===== src/rtl/avalon_mm_master_if.sv =====
// Bundle of command, response and Avalon-MM fabric signals for avalon_mm_master.
// cmd_valid/cmd_ready: a command transfers on a rising edge where both are high; cmd_* are sampled only then.
interface avalon_mm_master_if #(
    parameter int ADDR_WIDTH = 32
);
    logic                  cmd_valid;
    logic                  cmd_ready;
    logic                  cmd_write;
    logic [ADDR_WIDTH-1:0] cmd_address;
    logic [31:0]           cmd_writedata;
    logic [3:0]            cmd_byteenable;

    logic                  rsp_valid;
    logic [31:0]           rsp_readdata;
    logic                  rsp_error;

    logic [ADDR_WIDTH-1:0] avm_address;
    logic                  avm_read;
    logic                  avm_write;
    logic [31:0]           avm_writedata;
    logic [3:0]            avm_byteenable;
    logic                  avm_waitrequest;
    logic [31:0]           avm_readdata;
    logic                  avm_readdatavalid;

    modport master (
        input  cmd_valid, cmd_write, cmd_address, cmd_writedata, cmd_byteenable,
        output cmd_ready,
        output rsp_valid, rsp_readdata, rsp_error,
        output avm_address, avm_read, avm_write, avm_writedata, avm_byteenable,
        input  avm_waitrequest, avm_readdata, avm_readdatavalid
    );

    modport slave (
        output cmd_valid, cmd_write, cmd_address, cmd_writedata, cmd_byteenable,
        input  cmd_ready,
        input  rsp_valid, rsp_readdata, rsp_error,
        input  avm_address, avm_read, avm_write, avm_writedata, avm_byteenable,
        output avm_waitrequest, avm_readdata, avm_readdatavalid
    );
endinterface


===== src/rtl/avalon_mm_master.sv =====
// Avalon-MM initiator: one single-beat read or write at a time, with waitrequest,
// variable read latency and a saturating timeout that aborts transfers to dead slaves.
module avalon_mm_master #(
    parameter int ADDR_WIDTH     = 32,
    parameter int TIMEOUT_CYCLES = 255
) (
    input  logic                clock,
    input  logic                resetn,
    avalon_mm_master_if.master  bus,
    output logic [1:0]          dbg_state
);
    localparam logic [1:0] ST_IDLE   = 2'd0;
    localparam logic [1:0] ST_REQ    = 2'd1;
    localparam logic [1:0] ST_RDWAIT = 2'd2;
    localparam logic [1:0] ST_RESP   = 2'd3;

    localparam logic [15:0] LAST_COUNT = 16'(TIMEOUT_CYCLES - 1);

    logic [1:0]  state;
    logic [15:0] count;
    logic        xfer_write;

    logic wr_done;
    logic rd_done;
    logic done;
    logic expired;

    always_comb begin
        wr_done = (state == ST_REQ) && xfer_write && !bus.avm_waitrequest;
        rd_done = !xfer_write && bus.avm_readdatavalid &&
                  (((state == ST_REQ) && !bus.avm_waitrequest) || (state == ST_RDWAIT));
        done    = wr_done || rd_done;
        expired = (count == LAST_COUNT);
    end

    assign bus.cmd_ready = (state == ST_IDLE);
    assign dbg_state     = state;

    always_ff @(posedge clock or negedge resetn) begin
        if (!resetn) begin
            state              <= ST_IDLE;
            count              <= 16'd0;
            xfer_write         <= 1'b0;
            bus.avm_address    <= '0;
            bus.avm_writedata  <= 32'd0;
            bus.avm_byteenable <= 4'd0;
            bus.avm_read       <= 1'b0;
            bus.avm_write      <= 1'b0;
            bus.rsp_valid      <= 1'b0;
            bus.rsp_error      <= 1'b0;
            bus.rsp_readdata   <= 32'd0;
        end else begin
            bus.rsp_valid <= 1'b0;
            bus.rsp_error <= 1'b0;
            case (state)
                ST_IDLE: begin
                    if (bus.cmd_valid) begin
                        bus.avm_address    <= bus.cmd_address;
                        bus.avm_writedata  <= bus.cmd_writedata;
                        bus.avm_byteenable <= bus.cmd_byteenable;
                        bus.avm_read       <= ~bus.cmd_write;
                        bus.avm_write      <= bus.cmd_write;
                        xfer_write         <= bus.cmd_write;
                        count              <= 16'd0;
                        state              <= ST_REQ;
                    end
                end
                ST_REQ, ST_RDWAIT: begin
                    if (count != 16'hFFFF) begin
                        count <= count + 16'd1;
                    end
                    // Completion takes priority over an expiry landing in the same cycle.
                    if (done) begin
                        bus.avm_read  <= 1'b0;
                        bus.avm_write <= 1'b0;
                        bus.rsp_valid <= 1'b1;
                        if (rd_done) begin
                            bus.rsp_readdata <= bus.avm_readdata;
                        end
                        state <= ST_RESP;
                    end else if (expired) begin
                        bus.avm_read  <= 1'b0;
                        bus.avm_write <= 1'b0;
                        bus.rsp_valid <= 1'b1;
                        bus.rsp_error <= 1'b1;
                        if (!xfer_write) begin
                            bus.rsp_readdata <= 32'd0;
                        end
                        state <= ST_RESP;
                    end else if ((state == ST_REQ) && !bus.avm_waitrequest) begin
                        bus.avm_read <= 1'b0;
                        state        <= ST_RDWAIT;
                    end
                end
                ST_RESP: begin
                    state <= ST_IDLE;
                end
                default: begin
                    state <= ST_IDLE;
                end
            endcase
        end
    end
endmodule


===== src/flat_wrapper.sv =====
// flat-port wrapper written by rule: the top's interface ports become plain ports
module avalon_mm_master_flat 
#(
    parameter int ADDR_WIDTH     = 32,
    parameter int TIMEOUT_CYCLES = 255
)
  (clock, resetn, dbg_state, bus_cmd_valid, bus_cmd_write, bus_cmd_address, bus_cmd_writedata, bus_cmd_byteenable, bus_cmd_ready, bus_rsp_valid, bus_rsp_readdata, bus_rsp_error, bus_avm_address, bus_avm_read, bus_avm_write, bus_avm_writedata, bus_avm_byteenable, bus_avm_waitrequest, bus_avm_readdata, bus_avm_readdatavalid);
  avalon_mm_master_if #(.ADDR_WIDTH(ADDR_WIDTH)) bus_i ();
  input  logic clock;
  input  logic resetn;
  output logic [1:0] dbg_state;
  input wire logic [$bits(bus_i.cmd_valid)-1:0] bus_cmd_valid;
  input wire logic [$bits(bus_i.cmd_write)-1:0] bus_cmd_write;
  input wire logic [$bits(bus_i.cmd_address)-1:0] bus_cmd_address;
  input wire logic [$bits(bus_i.cmd_writedata)-1:0] bus_cmd_writedata;
  input wire logic [$bits(bus_i.cmd_byteenable)-1:0] bus_cmd_byteenable;
  output wire logic [$bits(bus_i.cmd_ready)-1:0] bus_cmd_ready;
  output wire logic [$bits(bus_i.rsp_valid)-1:0] bus_rsp_valid;
  output wire logic [$bits(bus_i.rsp_readdata)-1:0] bus_rsp_readdata;
  output wire logic [$bits(bus_i.rsp_error)-1:0] bus_rsp_error;
  output wire logic [$bits(bus_i.avm_address)-1:0] bus_avm_address;
  output wire logic [$bits(bus_i.avm_read)-1:0] bus_avm_read;
  output wire logic [$bits(bus_i.avm_write)-1:0] bus_avm_write;
  output wire logic [$bits(bus_i.avm_writedata)-1:0] bus_avm_writedata;
  output wire logic [$bits(bus_i.avm_byteenable)-1:0] bus_avm_byteenable;
  input wire logic [$bits(bus_i.avm_waitrequest)-1:0] bus_avm_waitrequest;
  input wire logic [$bits(bus_i.avm_readdata)-1:0] bus_avm_readdata;
  input wire logic [$bits(bus_i.avm_readdatavalid)-1:0] bus_avm_readdatavalid;
  assign bus_i.cmd_valid = bus_cmd_valid;
  assign bus_i.cmd_write = bus_cmd_write;
  assign bus_i.cmd_address = bus_cmd_address;
  assign bus_i.cmd_writedata = bus_cmd_writedata;
  assign bus_i.cmd_byteenable = bus_cmd_byteenable;
  assign bus_cmd_ready = bus_i.cmd_ready;
  assign bus_rsp_valid = bus_i.rsp_valid;
  assign bus_rsp_readdata = bus_i.rsp_readdata;
  assign bus_rsp_error = bus_i.rsp_error;
  assign bus_avm_address = bus_i.avm_address;
  assign bus_avm_read = bus_i.avm_read;
  assign bus_avm_write = bus_i.avm_write;
  assign bus_avm_writedata = bus_i.avm_writedata;
  assign bus_avm_byteenable = bus_i.avm_byteenable;
  assign bus_i.avm_waitrequest = bus_avm_waitrequest;
  assign bus_i.avm_readdata = bus_avm_readdata;
  assign bus_i.avm_readdatavalid = bus_avm_readdatavalid;
  avalon_mm_master #(.ADDR_WIDTH(ADDR_WIDTH), .TIMEOUT_CYCLES(TIMEOUT_CYCLES)) u_core (.clock(clock), .resetn(resetn), .bus(bus_i), .dbg_state(dbg_state));
endmodule

===== config.mk =====
export PLATFORM = sky130hd
export DESIGN_NAME = avalon_mm_master_flat
export DESIGN_NICKNAME = d
export VERILOG_FILES = /design/src/rtl/avalon_mm_master_if.sv /design/src/rtl/avalon_mm_master.sv /design/src/flat_wrapper.sv
export SDC_FILE = /design/constraint.sdc
export NUM_CORES = 1
export LEC_CHECK = 0
export BUFFER_PORTS_ARGS = -buffer_cell sky130_fd_sc_hd__buf_2
export CORE_ASPECT_RATIO = 0.75
export CORE_MARGIN = 3
export CORE_UTILIZATION = 25
export DETAILED_ROUTE_END_ITERATION = 8
export PLACE_DENSITY = 0.5
export SYNTH_ARGS = -nofsm -noshare
export SYNTH_HDL_FRONTEND = slang
export SYNTH_SLANG_ARGS = --single-unit

===== constraint.sdc =====
create_clock -name clock -period 2.2 [get_ports clock]
set_input_delay 0.22 -clock clock [delete_from_list [all_inputs] [get_ports clock]]
set_output_delay 0.22 -clock clock [all_outputs]
set_load 0.05 [all_outputs]

**Word level (Yosys, flattened, before mapping)**

Index checks and enable logic that the tools add are counted.

- Word-level logic and storage cells: 69
- RAM bits: 0
- Bits in read-only memories: 0
- Memories: 0
- Input bits: 106
- Output and inout port bits: 107
- Register bits after elaboration: 123
- Latch bits: 0

- Shift-type cells: 0
- Multiply operators: 0
- Div/mod/pow operators: 0
- Add/sub/neg operators: 1
- $lt $le $gt $ge: 0
- Reduce and logical (&&, ||, !) cells: 19
- Equality and inequality tests: 11
- Bitwise operators: 1
- Multiplexer cells: 26

Operators by type and width:

| cell | count |
|---|---|
| two-way mux 32 bit | 4 |
| two-way mux 16 bit | 2 |
| one-hot mux 16 bit (2 select lines) | 1 |
| adder 16 x 1 -> 16 bit, second input constant | 1 |
| equality test 16 x 8 -> 1 bit, second input constant | 1 |
| inequality test 16 bit, second input constant | 1 |
| two-way mux 1 bit | 12 |
| AND reduction 3 bit | 3 |
| two-way mux 2 bit | 4 |
| one-hot mux 2 bit (3 select lines) | 1 |
| logical AND 1 bit | 5 |
| equality test 2 bit, second input constant | 2 |
| inequality test 2 x 1 -> 1 bit, second input constant | 2 |
| inequality test 2 bit, second input constant | 2 |
| inequality test 4 x 1 -> 1 bit, second input constant | 1 |
| one-hot mux 1 bit (2 select lines) | 2 |
| AND reduction 2 bit | 2 |
| AND reduction 4 bit | 1 |
| nonzero test 2 bit | 2 |
| inequality test 3 x 1 -> 1 bit, second input constant | 1 |
| equality test 2 x 1 -> 1 bit, second input constant | 1 |
| zero test 1 bit | 2 |
| zero test 2 bit | 1 |
| logical OR 1 bit | 2 |
| 2 further kinds | 2 |

**Depth between registers and ports, before layout**

Gate-level depths: netlist of the first run.

- Depth after elaboration: 7
- Mapped depth: 9
- Mapped depth without buffers: 6

**Least setup slack after synthesis of the first run**

Ideal clock, no wire load.

- Path type: reg2reg
- Start: reg u_core.state[0] (netlist: u_core.dbg_state[0])
- End: reg u_core.bus.avm_address[14]
- Required time: 2.075 ns
- Data arrival time: 2.435 ns
- Library setup time: 0.125 ns
- Cell stages (with the launch flop): 7
- Setup slack: -0.359 ns
- Clock period less this slack: 2.559 ns
- Buffers on the path: 2
- Cells stage by stage: dfrtp_1 > inv_1 > ha_1 > nand2_1 > buf_1 > buf_2 > mux2_2

- Word-level cells in the longest chain between the ends: 2

Ends and longest elaborated chain:

| item | RTL line | source |
|---|---|---|
| from (decl) | avalon_mm_master.sv:19 | `logic [1:0] state;` |
| from (signal assigned) | avalon_mm_master.sv:41 | `state <= ST_IDLE;` |
| from (signal assigned) | avalon_mm_master.sv:65 | `state <= ST_REQ;` |
| from (signal assigned) | avalon_mm_master.sv:80 | `state <= ST_RESP;` |
| zero test 2 bit | - |  |
| net bus_cmd_ready | flat_wrapper.sv:17 | `output wire logic [$bits(bus_i.cmd_ready)-1:0] bus_cmd_ready;` |
| AND reduction 2 bit (no line) | - |  |
| to (signal assigned) | avalon_mm_master.sv:58 | `bus.avm_address <= bus.cmd_address;` |
| to (decl) | avalon_mm_master_if.sv:30 | `output avm_address, avm_read, avm_write, avm_writedata, avm_byteenable,` |

The timed path passes the listed nets, and every way through them passes these cells.
A chain may end at the register's enable or synchronous reset.

**Worst setup path in the final report of the first run**

- Start: reg u_core.count[0]
- End: reg u_core.count[11]

- Word-level cells in the longest chain between the ends: 3
- Elaborated cells on any way between the ends: 6
- Those cells by class: add/sub (1); eq/ne (2); mux (2); reduce/logical (1)

Ends and longest elaborated chain:

| item | RTL line | source |
|---|---|---|
| from (decl) | avalon_mm_master.sv:20 | `logic [15:0] count;` |
| from (signal assigned) | avalon_mm_master.sv:70 | `count <= count + 16'd1;` |
| adder 16 x 1 -> 16 bit or inequality test 16 bit (tied branches) | avalon_mm_master.sv:70, avalon_mm_master.sv:69 |  |
| two-way mux 16 bit or inequality test 2 x 1 -> 1 bit (tied branches) | - |  |
| one-hot mux 16 bit (2 select lines) or AND reduction 3 bit (tied branches) | - |  |

Several ways; a longest one is shown, not always the timed one. The select of a mux whose other input is x is not followed.

==> flow_summary.yaml, run 1 <==
worst_setup_path:
  end_kind: "register"
  rrSetupSlack_ns: 0.15
  r2r-start: "u_core.count[0]$_DFFE_PN0P_"
  critPathKind: "register to register"
  rr_endpoint: "u_core.count[11]$_DFFE_PN0P_"
  arrival_ns: 2.37
  worstPathMaxFanout: 7
  required_ns: 2.52
  start_kind: "register"
  r2r_cells: 6
floorplan:
  dieArea_sq_mm: 0.0224
  fp.dieW_um: 172
  pin_count: 213
  rows: 44
  die_h_um: 131
  coreArea_sq_mm: 0.0198
  initial_utilization_pct: 26.1
clock_network:
  numCtsBuffers: 17
  clockBufferDepth: 2
  clk_pin_slew_worst_paths_ns: 0.06
  cts_tree: "done"
  htreeDepth: 4
  clock-sinks: 123
  cts_root_buffer: "clkbuf_16"
  clkLatencyLatePin_ns: 0.41
  cts_setup_buffers: 0
placed_design:
  routabilityCongestion: 0.834
  io_buffers: 212
  dp_slack_ns: 0.0855
  place_hpwl_um: 9480
synth:
  synth_adder_area_share_pct: 1.69
  synth_cell_types: 49
  synthCells: 365
  synthSimpleGateAreaFrac_pct: 7.12
  async_flop_share_pct: 100
  synth-seq-cells: 123
  yosys_warnings: 0
  synth_mux_area_share_pct: 15.7
  synth_top_family_by_area: "multiplexers"
  syn_area_sq_mm: 0.00517
  synth_xor_area_share_pct: 0
  synth_compound_area_share_pct: 12.3
  synth_nets: 478
  seq_area_frac_synth_pct: 59.6
  synthFlopType: "dfrtp_1"
  syn_area_per_cell_sq_um: 14.2
  synth_edf_count: 0
sta:
  finalCritPeriodShare_pct: 93.4
  setup_tns_ns: 0
  setup_ws_ns: 0.146
  worst_pin_slew_ns: 0.679
  rsz0062_at_grt: "no"
  relSlewSlack_pct: 54.7
  slew_violations: 0
  fin_worst_skew_ns: 0.0128
  period_needed_ns: 2.05
  setup_violations: 0
  clock.fmax_mhz: 487
  hold_viol: 0
global_routing:
  grt.total_usage_pct: 11.6
  grt_max_degree: 70
  grt_overflow: 0
  grt_pass1_wl_um: 20500
  grt_pass1_vias: 3986
  antenna_found_initial: 0
cells_and_area:
  drive_above_1_share_pct: 57.8
  nets: 699
  syn_to_final_growth_pct: 37.8
  n_antenna_cell: 0
  finish.utilization_pct: 35.9
detailed_routing:
  wl_um: 13200
  wl_per_cell_um: 15.6
  viasPerCell: 4.64
  antenna_left: 0
  drt-pass1-iter-count: 4
  drcViolationCount: 0
  vias: 3945
  drt_iter0_markers: 195
job:
  maxCapViolCount: 0
hold_path:
  hold_depth: 2
  hp-start: "bus_avm_readdata[0]"
  worstHoldPathType: "primary input to register"
  worstHoldEndpoint: "u_core.bus.rsp_readdata[0]$_DFFE_PN0P_"
status:
  outcome: "finished, final reports clean"
## layout make-up
class                      instances  area, sq um
inverter                           6         22.5
fill                            1975        12700
multi-input combinational        211         1910
sequential                       123         3080
timing repair buffer             227         1220
tap                              253          317
clock buffer                      19          443
clock inverter                    11          123
## metrics by stage
step	cells	hold slack (ns)	area, sq um
5_1_grt	850	0.0167	7120
2_1_floorplan	365	-0.0756	5170
3_3_place_gp	819	0.296	6540
6_report	850	0.0398	7120
4_1_cts	850	0.0169	7110
3_5_place_dp	819	0.305	6540
## kinds of logic after synthesis
logic type / count (synthesis)
flops: 123
compound gates: 80
mux: 72
simple gates: 52
buf+inv: 31
fa+ha+maj: 7
## layer usage
layer | track usage, % | vias to the layer above | wire length, um
met2 | 17.9 | 195 | 5880
met5 | 0 | - | 0
met4 | 3.38 | 0 | 97
li1 | - | 1812 | -
met1 | 15.1 | 1928 | 5940
met3 | 4.78 | 10 | 1310
## synthesized netlist by cell type (3+ instances only)
library cell	instances	share of area, %
and4_1	4	0.68
nand2_1	7	0.51
a211o_1	3	0.51
inv_1	6	0.44
buf_4	4	0.58
a22o_1	30	5.1
nand4_1	7	0.85
o31ai_1	14	2.0
mux2_2	71	15
clkbuf_1	4	0.29
or4_1	3	0.44
buf_2	4	0.39
buf_1	6	0.44
o21ai_0	8	0.77
nor4_1	3	0.36
nor2_1	3	0.22
dfrtp_1	123	60
ha_1	7	1.7
a31oi_1	5	0.61
nand3_1	7	0.68
buf_6	7	1.5
a21oi_1	4	0.39
## worst max path at each step
stage                               startpoint                           end  slack, ns
2_1_floorplan  u_core.dbg_state[0]$_DFFE_PN0P_   u_core.count[3]$_DFFE_PN0P_       0.07
3_3_place_gp       u_core.count[0]$_DFFE_PN0P_  u_core.count[11]$_DFFE_PN0P_       0.17
3_5_place_dp       u_core.count[0]$_DFFE_PN0P_   u_core.count[3]$_DFFE_PN0P_       0.09
4_1_cts            u_core.count[0]$_DFFE_PN0P_   u_core.count[3]$_DFFE_PN0P_       0.08
5_1_grt        u_core.dbg_state[0]$_DFFE_PN0P_  u_core.count[11]$_DFFE_PN0P_       0.02
6_report           u_core.count[0]$_DFFE_PN0P_  u_core.count[11]$_DFFE_PN0P_       0.15
## critical path: stages, from the launching register on
cell	delay [ns]
dfrtp_1	0.43
ha_2	0.24
and4_2	0.28
nor4b_4	0.15
buf_4	0.16
or4_1	0.51
a22oi_1	0.20
## registers in the layout (all words and copies together), names as in the netlist
register,count
u_core.bus.avm_address,32
u_core.bus.avm_writedata,32
u_core.bus.rsp_readdata,32
u_core.count,16
u_core.bus.avm_byteenable,4
u_core.dbg_state,2
u_core.bus.avm_read,1
u_core.bus.avm_write,1
u_core.bus.rsp_error,1
u_core.bus.rsp_valid,1
u_core.xfer_write,1
## cell usage in the layout (no fill, tap or decap), types with 4 or more instances in the layout
cell type / synthesis / final
ha_1: 7 / 5
clkbuf_16: 0 / 17
o31ai_1: 14 / 14
nand4_1: 7 / 7
inv_1: 6 / 6
a31oi_1: 5 / 5
nand3_1: 7 / 7
a22o_1: 30 / 30
dfrtp_1: 123 / 121
buf_4: 4 / 11
a21oi_1: 4 / 4
mux2_2: 71 / 71
clkinvlp_4: 0 / 4
o21ai_0: 8 / 8
nand2_1: 7 / 6
buf_2: 4 / 211
## timing repair
item | in CTS | in global routing
hold buffers | 1 | 0
resized for setup | 0 | 4
hold endpoints to repair | 46 | 0
setup endpoints to repair | 0 | 8
Power of run 1 is left out: the tool's default activity adds up to more than one toggle a clock period on the data nets, which glitch-free logic cannot reach.
==> run 2, diff against run 1 <==
--- a/config.mk
+++ b/config.mk
@@ -11,6 +11,7 @@
 export CORE_UTILIZATION = 25
 export DETAILED_ROUTE_END_ITERATION = 8
 export PLACE_DENSITY = 0.5
+export REMOVE_ABC_BUFFERS = 1
 export SYNTH_ARGS = -nofsm -noshare
 export SYNTH_HDL_FRONTEND = slang
 export SYNTH_SLANG_ARGS = --single-unit
==> constraint.sdc (replaced) <==
create_clock -name clock -period 2.17 [get_ports clock]
set_input_delay 0.217 -clock clock [delete_from_list [all_inputs] [get_ports clock]]
set_output_delay 0.217 -clock clock [all_outputs]
set_load 0.05 [all_outputs]
==> run 2 against run 1 <==
- largest cell class unchanged
- non-clock buffer count up 6
- worst setup slack worse by 0.021 ns
- count of clock-buffer cells in the layout down 1
- critical path type unchanged
- register-to-register slack worse by 0.02 ns
- final area up 1.0%
- maximum frequency up 0.43%
- critical endpoint unchanged
- critical path depth unchanged
- first-iteration DRC count down 29%
- sequential share of layout area down 0.48 points
- via count down 0.30%
- cell count up 0.94%
- die area unchanged
==> flow_summary.yaml, run 2 (synthesis gave the netlist of run 1 again) <==
status:
  outcome: "finished, final reports clean"
global_routing:
  grt_max_degree: 70
  grt_overflow: 0
  grt_pass1_wl_um: 21100
  antenna_found_initial: 0
  grt_pass1_vias: 3931
  grt.total_usage_pct: 11.9
floorplan:
  fp.dieW_um: 172
  coreArea_sq_mm: 0.0198
  dieArea_sq_mm: 0.0224
  pin_count: 213
  die_h_um: 131
  rows: 44
  initial_utilization_pct: 26.1
sta:
  rsz0062_at_grt: "no"
  finalCritPeriodShare_pct: 94.3
  setup_violations: 0
  hold_viol: 0
  clock.fmax_mhz: 489
  period_needed_ns: 2.05
  slew_violations: 0
  worst_pin_slew_ns: 0.474
  fin_worst_skew_ns: 0.0140
  relSlewSlack_pct: 68.4
clock_network:
  cts_tree: "done"
  cts_root_buffer: "clkbuf_16"
  clock-sinks: 123
  postCtsResizedCells: 0
  hold_buffers: 4
  clockBufferDepth: 2
  clk_pin_slew_worst_paths_ns: 0.06
  clkLatencyLatePin_ns: 0.41
  cts_setup_buffers: 0
  numCtsBuffers: 17
  htreeDepth: 4
placed_design:
  place_hpwl_um: 9700
  io_buffers: 212
  routabilityCongestion: 0.820
  placedCellCount: 822
worst_setup_path:
  critPathKind: "register to register"
  arrival_ns: 2.37
  start_kind: "register"
  worstPathMaxFanout: 14
  end_kind: "register"
  required_ns: 2.49
cells_and_area:
  final_common_cell: "buf_2"
  fin_cells: 858
  nets: 705
  drive_above_1_share_pct: 57.0
  most-common-layout-cells: "211 x buf_2, 123 x dfrtp_1, 71 x mux2_2, 30 x a22o_1, 17 x clkbuf_16"
  reg.largest.list: "u_core.bus.avm_address x32, u_core.bus.avm_writedata x32, u_core.bus.rsp_readdata x32"
  syn_to_final_growth_pct: 39.2
  n_antenna_cell: 0
detailed_routing:
  viasPerCell: 4.58
  wl_per_cell_um: 15.6
  drcViolationCount: 0
  drt_iter0_markers: 138
  antenna_left: 0
  vias: 3933
  wl_um: 13400
  drt-pass1-iter-count: 4
hold_path:
  worstHoldPathType: "primary input to register"
job:
  maxCapViolCount: 0
run 2: cell types whose count changed in the layout (fill, tap and decap cells not counted), moves of 3 or more:
cell / previous run / this run
buf_4: 11 / 16
dlygate4sd3_1: 1 / 4
clkinv_2: 3 / 0
inv_6: 1 / 6
run 2: metal layers:
metal | vias to the layer above | wire [um] | track usage [%] | share of wire, %
met3 | 12 | 987 | 4.24 | 7.4
met4 | 0 | 150 | 3.57 | 1.1
li1 | 1832 | - | - | -
met1 | 1947 | 5890 | 15.9 | 44
met5 | - | 0 | 0 | 0
met2 | 142 | 6360 | 18.2 | 47
run 2: final timing paths:
check | from | to | depth (start not counted) | slack (ns)
setup / recovery | u_core.count[0]$_DFFE_PN0P_ | u_core.count[11]$_DFFE_PN0P_ | 6 | 0.12
hold / removal | bus_avm_readdata[11] | u_core.bus.rsp_readdata[11]$_DFFE_PN0P_ | 2 | 0.02
setup reg to reg | u_core.count[0]$_DFFE_PN0P_ | u_core.count[11]$_DFFE_PN0P_ | 6 | 0.12
hold reg to reg | u_core.bus.rsp_readdata[24]$_DFFE_PN0P_ | u_core.bus.rsp_readdata[24]$_DFFE_PN0P_ | 1 | 0.49
max in group asynchronous | resetn | u_core.bus.rsp_readdata[27]$_DFFE_PN0P_ | 3 | 1.31
min in group asynchronous | resetn | u_core.bus.rsp_valid$_DFF_PN0_ | 2 | 0.17
run 2: final cells by class:
type	count	area, sq um
repair buffers	233	1260
fillers	1952	12600
clock inverters	14	183
flip-flops and latches	123	3080
clock buffers	18	429
multi-input cells	211	1910
well taps	253	317
inverters	6	22.5
run 2: per-stage QoR:
stage / worst slack (ns) / cell area (sq um) / util [%] / TNS (ns) / hold slack (ns)
floorplan: -1.76 / 5000 / - / -158.44 / -0.0786
global placement: 0.210 / 6540 / 33.0 / 0 / 0.0511
detailed placement: 0.145 / 6540 / 33.0 / 0 / 0.0534
CTS: 0.155 / 7190 / 36.3 / 0 / 0.000143
global route: 0.0230 / 7190 / 36.3 / 0 / 0.00151
finish: 0.125 / 7190 / 36.3 / 0 / 0.0211
run 2: critical path, cell delays in order, from the launching register on:
cell and delay, ns:
dfrtp_1 0.42, ha_1 0.27, and4_1 0.24, nor4b_4 0.14
buf_4 0.19, or4_1 0.50, a22oi_1 0.20
Power of run 2 is left out for the same reason.
